===== src/rtl/mem_arb_pkg.sv =====
// mem_arb_pkg: shared definitions for the instruction/data memory arbiter.
//   owner_e      - which requester a pending read belongs to
//   W_DEF/AW_DEF - default data and address widths
//   STARVE_CNT_W - width of the instruction-fetch starvation counter
package mem_arb_pkg;

   localparam int W_DEF        = 32;
   localparam int AW_DEF       = 8;
   localparam int STARVE_CNT_W = 4;

   typedef enum logic [1:0] {
      OWNER_NONE = 2'b00,
      OWNER_IF   = 2'b01,
      OWNER_DM   = 2'b10
   } owner_e;

endpackage


===== src/rtl/mem_arb_starve_ctr.sv =====
// mem_arb_starve_ctr: saturating count of consecutive cycles in which the
// instruction-fetch request was denied.
//   i_clk, i_reset_n - clock, asynchronous active-low reset
//   i_inc            - IF requested and was not granted this cycle
//   i_clr            - IF granted or not requesting this cycle
//   o_at_limit       - count has reached LIMIT; IF takes priority
module mem_arb_starve_ctr
   import mem_arb_pkg::*;
#(
   parameter int LIMIT = 4
) (
   input  logic i_clk,
   input  logic i_reset_n,
   input  logic i_inc,
   input  logic i_clr,
   output logic o_at_limit
);

   localparam logic [STARVE_CNT_W-1:0] LIMIT_C = STARVE_CNT_W'(LIMIT);

   logic [STARVE_CNT_W-1:0] cnt_q;
   logic [STARVE_CNT_W-1:0] cnt_d;

   always_comb begin
      cnt_d = cnt_q;
      if (i_clr) begin
         cnt_d = '0;
      end else if (i_inc && (cnt_q < LIMIT_C)) begin
         cnt_d = cnt_q + 1'b1;
      end
   end

   always_ff @(posedge i_clk or negedge i_reset_n) begin
      if (!i_reset_n) begin
         cnt_q <= '0;
      end else begin
         cnt_q <= cnt_d;
      end
   end

   assign o_at_limit = (cnt_q >= LIMIT_C);

endmodule


===== src/rtl/mem_arbiter.sv =====
// mem_arbiter: shares one single-port synchronous-read memory between the
// instruction-fetch (IF) and data-memory (DM) ports of the core.
//   i_clk, i_reset_n                   - clock, asynchronous active-low reset
//   i_if_req/i_if_addr                 - instruction read request
//   o_if_gnt/o_if_rvalid/o_if_rdata    - IF grant and read return
//   i_dm_req/i_dm_we/i_dm_addr/i_dm_wdata - data access request
//   o_dm_gnt/o_dm_rvalid/o_dm_rdata    - DM grant and read return
//   o_mem_addr/o_mem_wdata/o_mem_read/o_mem_write - memory command
//   i_mem_rdata                        - memory data, valid the cycle after a read
// DM wins by default; IF wins once it has been denied STARVE_LIMIT cycles in a row.
module mem_arbiter
   import mem_arb_pkg::*;
#(
   parameter int W            = W_DEF,
   parameter int AW           = AW_DEF,
   parameter int STARVE_LIMIT = 4
) (
   input  logic          i_clk,
   input  logic          i_reset_n,
   input  logic          i_if_req,
   input  logic [AW-1:0] i_if_addr,
   output logic          o_if_gnt,
   output logic          o_if_rvalid,
   output logic [W-1:0]  o_if_rdata,
   input  logic          i_dm_req,
   input  logic          i_dm_we,
   input  logic [AW-1:0] i_dm_addr,
   input  logic [W-1:0]  i_dm_wdata,
   output logic          o_dm_gnt,
   output logic          o_dm_rvalid,
   output logic [W-1:0]  o_dm_rdata,
   output logic [AW-1:0] o_mem_addr,
   output logic [W-1:0]  o_mem_wdata,
   output logic          o_mem_read,
   output logic          o_mem_write,
   input  logic [W-1:0]  i_mem_rdata
);

   logic   at_limit;
   logic   if_gnt;
   logic   dm_gnt;
   logic   starve_inc;
   owner_e owner_q;
   owner_e owner_d;
   logic [W-1:0] if_rdata_q;
   logic [W-1:0] dm_rdata_q;

   // Nothing is issued while reset is asserted, even if requests are high.
   assign if_gnt   = i_reset_n & i_if_req & (~i_dm_req | at_limit);
   assign dm_gnt   = i_reset_n & i_dm_req & ~if_gnt;
   assign o_if_gnt = if_gnt;
   assign o_dm_gnt = dm_gnt;

   assign starve_inc = i_if_req & ~if_gnt;

   mem_arb_starve_ctr #(
      .LIMIT (STARVE_LIMIT)
   ) u_starve_ctr (
      .i_clk      (i_clk),
      .i_reset_n  (i_reset_n),
      .i_inc      (starve_inc),
      .i_clr      (~starve_inc),
      .o_at_limit (at_limit)
   );

   always_comb begin
      o_mem_addr  = '0;
      o_mem_wdata = '0;
      o_mem_read  = 1'b0;
      o_mem_write = 1'b0;
      owner_d     = OWNER_NONE;
      if (if_gnt) begin
         o_mem_addr = i_if_addr;
         o_mem_read = 1'b1;
         owner_d    = OWNER_IF;
      end else if (dm_gnt) begin
         o_mem_addr  = i_dm_addr;
         o_mem_wdata = i_dm_wdata;
         o_mem_read  = ~i_dm_we;
         o_mem_write = i_dm_we;
         owner_d     = i_dm_we ? OWNER_NONE : OWNER_DM;
      end
   end

   always_ff @(posedge i_clk or negedge i_reset_n) begin
      if (!i_reset_n) begin
         owner_q    <= OWNER_NONE;
         if_rdata_q <= '0;
         dm_rdata_q <= '0;
      end else begin
         owner_q <= owner_d;
         if (owner_q == OWNER_IF) begin
            if_rdata_q <= i_mem_rdata;
         end
         if (owner_q == OWNER_DM) begin
            dm_rdata_q <= i_mem_rdata;
         end
      end
   end

   // In the return cycle the memory word is forwarded directly so latency stays
   // one cycle; the register then holds it until the next read for that port.
   assign o_if_rvalid = (owner_q == OWNER_IF);
   assign o_dm_rvalid = (owner_q == OWNER_DM);
   assign o_if_rdata  = o_if_rvalid ? i_mem_rdata : if_rdata_q;
   assign o_dm_rdata  = o_dm_rvalid ? i_mem_rdata : dm_rdata_q;

endmodule


===== config.mk =====
export PLATFORM = sky130hd
export DESIGN_NAME = mem_arbiter
export DESIGN_NICKNAME = d
export VERILOG_FILES = /design/src/rtl/mem_arb_pkg.sv /design/src/rtl/mem_arb_starve_ctr.sv /design/src/rtl/mem_arbiter.sv
export SDC_FILE = /design/constraint.sdc
export NUM_CORES = 1
export LEC_CHECK = 0
export BUFFER_PORTS_ARGS = -buffer_cell sky130_fd_sc_hd__buf_2
export CORE_AREA = 2 2 88 90
export CTS_BUF_LIST = sky130_fd_sc_hd__clkbuf_8
export CTS_CLUSTER_DIAMETER = 60
export CTS_CLUSTER_SIZE = 24
export DETAILED_ROUTE_END_ITERATION = 6
export DIE_AREA = 0 0 90 92
export GPL_TIMING_DRIVEN = 0
export PLACE_DENSITY = 0.77
export SLEW_MARGIN = 15
export SYNTH_ARGS = -nofsm -noshare
export SYNTH_HDL_FRONTEND = slang
export SYNTH_HIERARCHICAL = 1
export SYNTH_SLANG_ARGS = --single-unit

===== constraint.sdc =====
create_clock -name i_clk -period 2.4 [get_ports i_clk]
set_input_delay 0 -clock i_clk [delete_from_list [all_inputs] [get_ports i_clk]]
set_output_delay 0 -clock i_clk [all_outputs]
set_load 0.05 [all_outputs]

==> impl_metrics.tcl, run 1 <==
set metrics [dict create \
    grt.total_usage_pct 21.95 \
    cts.htree.levels 3 \
    via_count 2676 \
    routedWlPerCell_um 15.06 \
    routed_antenna_nets 0 \
    ant_diodes 0 \
    grt_overflow_total 0 \
    hold_buffers 34 \
    timing.critical_path.arrival_ns 2.02 \
    via_count_normalized_by_instance_count 4.614 \
    skew_ns 0.01181 \
    floorplan.io_pins 195 \
    async_reset_ff_share_pct 100.0 \
    outcome "completed" \
    ff2ff_path_depth 6 \
    synth.distinct_cells 21 \
    hp-class "input port to register" \
    post-synth-top-area-cell "sky130_fd_sc_hd__dfrtp_1" \
    p_sw_share_pct 42.62 \
    grt_max_degree 51 \
    route.detailed.drc 0 \
    synth.yosys.warnings 6 \
    cts_root_buffer "sky130_fd_sc_hd__clkbuf_8" \
    fmax_mhz 495.3 \
    timing.final.hold_violations 0 \
    multiInputGateArea_mm2 0.001225 \
    post-synth-top-area-fraction_pct 56.09 \
    power.share.sequential_pct 34.8 \
    reg_to_reg_critical_path_endpoint "u_starve_ctr/cnt_q[0]" \
    floorplan.die_area_mm2 0.008280 \
    area.sequential_mm2 0.001752 \
    final_nets 559 \
    timing.slew.headroom_pct 79.41 \
    clock_latency_at_the_later_pin_of_the_worst_skew_pair_ns 0.35 \
    post-cts-setup-buffer-count 0 \
    syn-num-nets 319 \
    net-switching-power_mw 1.792 \
    crit_path_start_kind "register" \
    cts.sink_count 70 \
    static-leakage-power_nw 2.497 \
    clkSlewWorstSetupHoldPaths_ns 0.07 \
    gpl.final_weighted_congestion 0.8612 \
    wire_length_of_the_first_global_routing_pass_um 13960 \
    power.share.combinational_pct 42.4 \
    cts_resized 0 \
    timing.final.setup_violations 0 \
    worst_setup_path_end_kind "output port" \
    critical_path.reg2reg.startpoint "u_starve_ctr/cnt_q[2]" \
    path_max_fanout 10 \
    timing.hold.ws_ns 0.01574 \
    n_fill_cell 612 \
    drt_first_pass_iters 4 \
    report.final.slew_viol_count 0 \
    internal_power_mw 2.413 \
    ys_seq_elements 70 \
    first_global_vias 2803 \
    drive_gt1_share_pct 60.46 \
    setup.worst_path.class "register to output port" \
    rrSetupSlack_ns 0.59 \
    portion_of_the_clock_cycle_consumed_by_the_worst_path_in_the_final_layout_pct 84.13 \
    synth_edf_count 0 \
    worst_hold_startpoint "i_if_req" \
    clockPowerShare_pct 22.8 \
    areaGrowthSynthToFinish_pct 53.65 \
    totalPowerFinal_mw 4.204 \
    netlist_area_mm2 0.003123 \
    drt-total-wl_um 8734 \
    die-width_um 90 \
    placement.io_buffers 194 \
    timing.hold.worst_path_depth 2 \
    ys_seq_area_share_pct 56.09 \
    syn-instance-count 233 \
    endpoint_of_the_worst_hold_timing_path "owner_q[0]" \
    max_slew.worst_pin.slew_ns 0.3089 \
    initial_utilization_pct 41.94 \
    irDropWorstVdd_mv 0.6681 \
    tritoncts_clock_tree "done" \
    drt_iter0_drc 33 \
    detailed_place_hpwl_um 6609 \
    clockBufferDepth 2 \
    post-route-min-period_ns 2.019 \
    design.core.area_mm2 0.007447 \
    number_of_antenna_violations_at_the_first_check_in_global_routing 0 \
    p_per_area_mw_per_mm2 876.2 \
    cap_viol_max_count 0 \
    dieHeight_um 92 \
    placement_row_count 32 \
    rsz0062_at_grt "false" \
    avg_cell_area_syn_um2 13.40 \
    synth-main-ff-cell "sky130_fd_sc_hd__dfrtp_1" \
    netlist_top_cells_area "sky130_fd_sc_hd__dfrtp_1, sky130_fd_sc_hd__mux2_2, sky130_fd_sc_hd__and2_1" \
    critical_path_required_ns 2.40 \
    numCtsBuffers 9 \
]
## metrics by stage
step,TNS [ns],utilization (%),cell area [um^2],setup slack (ns),instances
floorplan,0,-,3123,0.4665,233
global placement,-0.01148,56.69,4222,-0.01148,529
detailed placement,0,57.09,4252,0.5899,530
CTS,0,64.43,4798,0.3589,580
global route,0,64.43,4798,0.2864,580
finish,0,64.43,4798,0.3809,580
## cells in the final DEF (no fill, tap or decap), types with 3 or more instances in the layout
cell type,instances
sky130_fd_sc_hd__clkbuf_8,10
sky130_fd_sc_hd__dlygate4sd3_1,34
sky130_fd_sc_hd__mux2_4,3
sky130_fd_sc_hd__nand2_1,21
sky130_fd_sc_hd__nor2b_1,4
sky130_fd_sc_hd__mux2_1,3
sky130_fd_sc_hd__mux2_2,59
sky130_fd_sc_hd__and2_1,34
sky130_fd_sc_hd__buf_6,11
sky130_fd_sc_hd__dfrtp_1,70
sky130_fd_sc_hd__o22ai_1,8
sky130_fd_sc_hd__nand2b_1,5
sky130_fd_sc_hd__buf_2,196
## metal layers
| metal | vias up | wire (um) | track usage [%] |
|---|---|---|---|
| met5 | - | 0 | 0 |
| met4 | 0 | 290 | 9.615 |
| met3 | 20 | 626 | 6.820 |
| met2 | 136 | 4680 | 40.23 |
| li1 | 1267 | - | - |
| met1 | 1253 | 3136 | 23.18 |
## power groups by stage
| stage | clock [mW] | sequential (mW) | combinational [mW] |
|---|---|---|---|
| 5_1_grt | 1.05 | 1.49 | 1.86 |
| 4_1_cts | 0.991 | 1.46 | 1.79 |
| 6_report | 0.960 | 1.46 | 1.78 |
| 2_1_floorplan | 0 | 1.46 | 1.35 |
| 3_5_place_dp | 0 | 1.49 | 1.74 |
| 3_3_place_gp | 0 | 1.47 | 1.71 |
## cells in the mapped netlist, drive strengths merged, types with 2 or more instances
library cell / number
o22ai: 8
nand2b: 5
and3: 2
nor2b: 4
and2: 34
buf: 14
inv: 2
nand2: 21
mux2: 65
dfrtp: 70
## worst max-delay path, cell delays in order (launching register included)
cell	delay, ns
sky130_fd_sc_hd__dfrtp_1	0.42
sky130_fd_sc_hd__or2_2	0.32
sky130_fd_sc_hd__nand2_1	0.08
sky130_fd_sc_hd__and3_1	0.18
sky130_fd_sc_hd__buf_6	0.13
sky130_fd_sc_hd__buf_6	0.12
sky130_fd_sc_hd__and2_1	0.16
sky130_fd_sc_hd__buf_2	0.27
## cell families after synthesis
kind of cell | count (synthesis) | share of synthesized area [%]
mux | 66 | 24.12
buf+inv | 16 | 4.687
simple gates | 70 | 12.70
fa+ha+maj | 1 | 0.4006
flops | 70 | 56.09
compound gates | 10 | 2.003
## flip-flops by register name, summed over array words and instances, names as in the netlist
| register | flops |
|---|---|
| owner_q | 2 |
| u_starve_ctr/cnt_q | 4 |
| if_rdata_q | 32 |
| dm_rdata_q | 32 |
## worst max-delay path by stage
| stage | cells past startpoint | from | slack [ns] | endpoint |
|---|---|---|---|---|
| final | 7 | u_starve_ctr/cnt_q[2] | 0.38 | o_mem_wdata[3] |
| after global routing | 7 | u_starve_ctr/cnt_q[3] | 0.29 | o_mem_wdata[3] |
| after detailed placement | 6 | u_starve_ctr/cnt_q[2] | 0.59 | u_starve_ctr/cnt_q[0] |
| after CTS | 7 | u_starve_ctr/cnt_q[2] | 0.36 | o_mem_wdata[3] |
| after global placement | 6 | i_reset_n | -0.01 | u_starve_ctr/cnt_q[0] |
| after floorplan | 4 | u_starve_ctr/cnt_q[3] | 0.47 | o_mem_read |
## final cells by class
type / count / area share, %
Clock buffer: 10 / 2.868
Tap cell: 102 / 2.660
Multi-Input combinational cell: 147 / 25.53
Sequential cell: 70 / 36.51
Buffer: 14 / 2.894
Clock inverter: 6 / 1.434
Timing Repair Buffer: 229 / 27.95
Inverter: 2 / 0.1565
(Power assumes the default switching activity.)
==> inputs of run 2 (changes only) <==
Clock period 2.4 ns to 1.9 ns, I/O delays scaled along.
==> impl_metrics.tcl, run 2 (synthesized netlist as in run 1, its figures left out) <==
set metrics [dict create \
    timing.final.hold_violations 0 \
    cts_root_buffer "sky130_fd_sc_hd__clkbuf_8" \
    wire_length_of_the_first_global_routing_pass_um 14140 \
    clkSlewWorstSetupHoldPaths_ns 0.07 \
    floorplan.io_pins 195 \
    p_per_area_mw_per_mm2 1038 \
    n_fill_cell 548 \
    placement.io_buffers 194 \
    final_cell_mix "sky130_fd_sc_hd__buf_2, sky130_fd_sc_hd__dfrtp_1, sky130_fd_sc_hd__mux2_2" \
    static-leakage-power_nw 2.620 \
    worst_setup_path_end_kind "output port" \
    via_count_normalized_by_instance_count 4.649 \
    grt.total_usage_pct 22.06 \
    routedWlPerCell_um 15.59 \
    path_max_fanout 6 \
    report.final.slew_viol_count 0 \
    max_slew.worst_pin.slew_ns 0.3066 \
    post-route-cell-area_mm2 0.005166 \
    place_area_mm2 0.004244 \
    critical_path_required_ns 1.90 \
    number_of_antenna_violations_at_the_first_check_in_global_routing 0 \
    timing.critical_path.arrival_ns 1.79 \
    ant_diodes 0 \
    gpl.final_weighted_congestion 0.8230 \
    routed_antenna_nets 0 \
    floorplan.die_area_mm2 0.008280 \
    portion_of_the_clock_cycle_consumed_by_the_worst_path_in_the_final_layout_pct 94.04 \
    p_sw_share_pct 42.09 \
    top_registers "dm_rdata_q (32), if_rdata_q (32), u_starve_ctr/cnt_q (4)" \
    via_count 2743 \
    detailed_place_hpwl_um 6456 \
    placement_row_count 32 \
    clockPowerShare_pct 21.7 \
    power.share.sequential_pct 34.6 \
    areaGrowthSynthToFinish_pct 65.42 \
    grt_overflow_total 0 \
    die-width_um 90 \
    timing.slew.headroom_pct 79.51 \
    setup.worst_path.class "register to output port" \
    rsz0062_at_grt "false" \
    drt-total-wl_um 9197 \
    design.core.area_mm2 0.007447 \
    cts.htree.levels 3 \
    irDropWorstVdd_mv 0.6146 \
    final_nets 570 \
    hp-class "input port to asynchronous set/reset pin" \
    skew_ns 0.01322 \
    drt-met1-wl_um 3247 \
    detailroute.wirelength.met3_um 478 \
    cts.sink_count 70 \
    clock_latency_at_the_later_pin_of_the_worst_skew_pair_ns 0.34 \
    tritoncts_clock_tree "done" \
    grt_max_degree 37 \
    clockBufferDepth 2 \
    numCtsBuffers 9 \
    top_layer "met4" \
    drt_iter0_drc 56 \
    drt_first_pass_iters 4 \
    dieHeight_um 92 \
    pre_cts_slack_ns 0.08966 \
    internal_power_mw 3.105 \
    fmax_mhz 559.7 \
    net-switching-power_mw 2.257 \
    met2_wirelength_um 5218 \
    most_common_cell_after_layout_fill_and_taps_aside "sky130_fd_sc_hd__buf_2" \
    post-route-min-period_ns 1.787 \
    outcome "completed" \
    crit_path_start_kind "register" \
    timing.final.setup_violations 0 \
    cap_viol_max_count 0 \
    initial_utilization_pct 41.94 \
    route.detailed.drc 0 \
    drive_gt1_share_pct 64.96 \
    first_global_vias 2869 \
    power.share.combinational_pct 43.7 \
    finalWorstSetupSlack_ns 0.1133 \
]
-- run 2: per-layer routing --
metal	up-vias	track usage [%]
met1	1310	23.46
met4	0	9.487
met2	122	42.23
met5	-	0
li1	1292	-
met3	19	4.355
-- run 2: per-stage QoR --
stage	hold WS [ns]	setup TNS [ns]	util, %	std cells	total power, mW
final	0.02237	0	69.37	590	5.362
after detailed placement	-0.02464	0	56.99	530	4.078
after CTS	0.004760	0	67.14	587	5.361
after floorplan	-0.2956	0	-	233	3.556
after global routing	0.02501	0	69.37	590	5.598
after global placement	0.1787	-14.03	56.69	529	4.024
-- run 2: final timing paths --
check,start,endpoint,slack (ns),cells after the start
max reg2reg,u_starve_ctr/cnt_q[2],u_starve_ctr/cnt_q[0],0.19,6
max in group asynchronous,i_reset_n,dm_rdata_q[21],1.12,7
min in group i_clk,i_if_req,owner_q[0],0.04,2
min,i_reset_n,u_starve_ctr/cnt_q[2],0.02,6
min reg2reg,dm_rdata_q[12],dm_rdata_q[12],0.49,1
max,u_starve_ctr/cnt_q[2],o_mem_wdata[18],0.11,7
-- run 2: critical path, cell delays in order (launching register included) --
cell	delay, ns
sky130_fd_sc_hd__dfrtp_1	0.38
sky130_fd_sc_hd__or2_4	0.25
sky130_fd_sc_hd__nand2_2	0.07
sky130_fd_sc_hd__and3_4	0.19
sky130_fd_sc_hd__buf_6	0.12
sky130_fd_sc_hd__buf_4	0.13
sky130_fd_sc_hd__and2_1	0.15
sky130_fd_sc_hd__buf_6	0.16
-- run 2: cell type report --
class | count | area [um^2] | share of cell area, %
flip-flops and latches | 70 | 1752 | 33.91
repair buffers | 240 | 1663 | 32.19
multi-input cells | 147 | 1275 | 24.68
plain buffers | 14 | 145.1 | 2.809
clock buffers | 10 | 137.6 | 2.664
well taps | 102 | 127.6 | 2.470
clock inverters | 5 | 58.81 | 1.138
inverters | 2 | 7.507 | 0.1453
-- run 2: power by group through the flow --
| stage | clock network, mW | logic (mW) | registers, mW |
|---|---|---|---|
| floorplan | 0 | 1.71 | 1.85 |
| CTS | 1.20 | 2.31 | 1.85 |
| global placement | 0 | 2.17 | 1.86 |
| detailed placement | 0 | 2.20 | 1.88 |
| global route | 1.27 | 2.44 | 1.88 |
| finish | 1.17 | 2.34 | 1.85 |
-- run 2: what timing repair did --
action	CTS	global route
hold endpoints to repair	135	0
setup buffers	2	0
endpoints found under the setup margin	29	61
resized for setup	32	48
hold buffers	40	0
gates cloned	0	3
==> inputs of run 3 (changes only) <==
Settings changed: CORE_AREA 2 2 88 90 to 2 2 92 94, DIE_AREA 0 0 90 92 to 0 0 94 96, PLACE_DENSITY 0.77 to 0.74.
Clock period 1.9 ns to 1.6 ns, I/O delays scaled along.
==> impl_metrics.tcl, run 3 (synthesized netlist as in run 1, its figures left out) <==
set metrics [dict create \
    dieHeight_um 96 \
    utilization_pct 82.60 \
    totalPowerFinal_mw 8.134 \
    worst_setup_path_end_kind "output port" \
    skew_ns 0.01199 \
    max_slew.worst_pin.slew_ns 0.2771 \
    timing.hold.worst_path_depth 2 \
    n_fill_cell 420 \
    pre_cts_slack_ns -0.1195 \
    finish.cell_count_without_fillers 624 \
    static-leakage-power_nw 3.345 \
    internal_power_mw 5.087 \
    critical_path.reg2reg.startpoint "u_starve_ctr/cnt_q[3]" \
    floorplan.io_pins 195 \
    ff2ff_path_depth 6 \
    grt_overflow_total 0 \
    gpl.final_weighted_congestion 0.9256 \
    power.share.sequential_pct 27.5 \
    design.core.area_mm2 0.008051 \
    ant_diodes 0 \
    rsz0062_at_grt "true" \
    net-switching-power_mw 3.048 \
    clkSlewWorstSetupHoldPaths_ns 0.07 \
    routedWlPerCell_um 19.88 \
    report.final.slew_viol_count 0 \
    crit_path_start_kind "register" \
    routed_antenna_nets 0 \
    post-route-min-period_ns 1.831 \
    detailed_place_hpwl_um 7197 \
    worst_setup_path_startpoint "u_starve_ctr/cnt_q[3]" \
    failed_checks "setup timing" \
    initial_utilization_pct 38.79 \
    final_cell_mix "sky130_fd_sc_hd__buf_2, sky130_fd_sc_hd__buf_8, sky130_fd_sc_hd__dfrtp_1" \
    numCtsBuffers 9 \
    floorplan.die_area_mm2 0.009024 \
    p_sw_share_pct 37.47 \
    route.detailed.drc 0 \
    drt_iter0_drc 59 \
    first_global_vias 3127 \
    reg_to_reg_critical_path_endpoint "u_starve_ctr/cnt_q[0]" \
    die-width_um 94 \
    crit_end "o_mem_wdata[23]" \
    timing.slew.headroom_pct 81.48 \
    number_of_antenna_violations_at_the_first_check_in_global_routing 0 \
    setup.worst_path.class "register to output port" \
    clockPowerShare_pct 22.1 \
    irDropWorstVdd_mv 0.8742 \
    final_nets 600 \
    timing.critical_path.arrival_ns 1.83 \
    post-place-cells 533 \
    cts_root_buffer "sky130_fd_sc_hd__clkbuf_8" \
    top_registers "dm_rdata_q (32), if_rdata_q (32), u_starve_ctr/cnt_q (4)" \
    placement.io_buffers 194 \
    fmax_mhz 546.1 \
    clock_latency_at_the_later_pin_of_the_worst_skew_pair_ns 0.34 \
    timing.final.setup_violations 107 \
    clockBufferDepth 2 \
    areaGrowthSynthToFinish_pct 112.9 \
    placement_row_count 33 \
    rrSetupSlack_ns -0.13 \
    cts.sink_count 70 \
    place_area_mm2 0.004280 \
    power.share.combinational_pct 50.3 \
    wire_length_of_the_first_global_routing_pass_um 16590 \
    outcome "finished with violations" \
    hp-class "input port to register" \
    post-route-cell-area_mm2 0.006650 \
    drt_first_pass_iters 4 \
    portion_of_the_clock_cycle_consumed_by_the_worst_path_in_the_final_layout_pct 114.4 \
    grt.total_usage_pct 25.28 \
    via_count 3009 \
    grt_max_degree 49 \
    timing.final.hold_violations 0 \
    path_max_fanout 10 \
    via_count_normalized_by_instance_count 4.822 \
    drive_gt1_share_pct 69.94 \
    cap_viol_max_count 0 \
    cts.htree.levels 3 \
    tritoncts_clock_tree "done" \
    p_per_area_mw_per_mm2 1223 \
    finalWorstSetupSlack_ns -0.2311 \
    drt-total-wl_um 12400 \
    critical_path_required_ns 1.60 \
    most_common_cell_after_layout_fill_and_taps_aside "sky130_fd_sc_hd__buf_2" \
]
==> run 3: worst min path at each step <==
stage                    from  slack [ns]              to
finish               i_if_req        0.07      owner_q[0]
global route         i_if_req        0.05      owner_q[0]
CTS                  i_if_req        0.03      owner_q[0]
detailed placement  i_reset_n       -0.07  dm_rdata_q[12]
global placement      i_dm_we        0.18      owner_q[1]
floorplan           i_reset_n       -0.30   dm_rdata_q[0]
==> run 3: final cells by class <==
| cell class | instances | area, um^2 | area share (%) |
|---|---|---|---|
| sequential | 70 | 1752 | 26.34 |
| buffer | 11 | 140.1 | 2.107 |
| clock inverter | 5 | 103.9 | 1.562 |
| clock buffer | 11 | 151.4 | 2.277 |
| timing repair buffer | 273 | 2819 | 42.39 |
| tap | 105 | 131.4 | 1.976 |
| inverter | 2 | 10.01 | 0.1505 |
| multi-input combinational | 147 | 1543 | 23.20 |
==> run 3: critical path, stage by stage, from the launching register on <==
cell and delay [ns]:
sky130_fd_sc_hd__dfrtp_1 0.43, sky130_fd_sc_hd__or2_4 0.26, sky130_fd_sc_hd__nand2_2 0.07, sky130_fd_sc_hd__and3_1 0.15, sky130_fd_sc_hd__buf_6 0.13, sky130_fd_sc_hd__buf_6 0.13
sky130_fd_sc_hd__and2_2 0.18, sky130_fd_sc_hd__buf_8 0.15
==> run 3: stage by stage <==
stage                     setup TNS (ns)  hold WS [ns]
final                             -14.11       0.06550
after global routing              -21.67       0.04978
after CTS                         -16.02       0.03131
after detailed placement         -0.1543      -0.06743
after global placement            -30.23        0.1835
after floorplan                  -0.5776       -0.2956
==> run 3: power groups by stage <==
stage / Clock, mW / Combinational (mW) / Sequential, mW
after floorplan: 0 / 2.03 / 2.20
after global placement: 0 / 2.59 / 2.21
after detailed placement: 0 / 2.63 / 2.23
after CTS: 1.84 / 3.66 / 2.21
after global routing: 1.91 / 4.23 / 2.27
final: 1.80 / 4.09 / 2.24
==> run 3: timing repair <==
item                                    4_1_cts  5_1_grt
endpoints found under the setup margin      106      111
cloned                                        5        2
hold endpoints to repair                    129        0
pin swaps                                     2        1
hold buffers                                 35        0
resized for setup                           316       96
setup buffers                                23       16
==> run 3: per-layer routing <==
metal / vias up / global-route usage (%) / part of all wire, %
met1: 1473 / 25.64 / 34
met2: 147 / 46.79 / 55
met4: 0 / 16.06 / 5.5
met3: 37 / 5.717 / 5.7
li1: 1352 / - / -
met5: - / 0 / 0
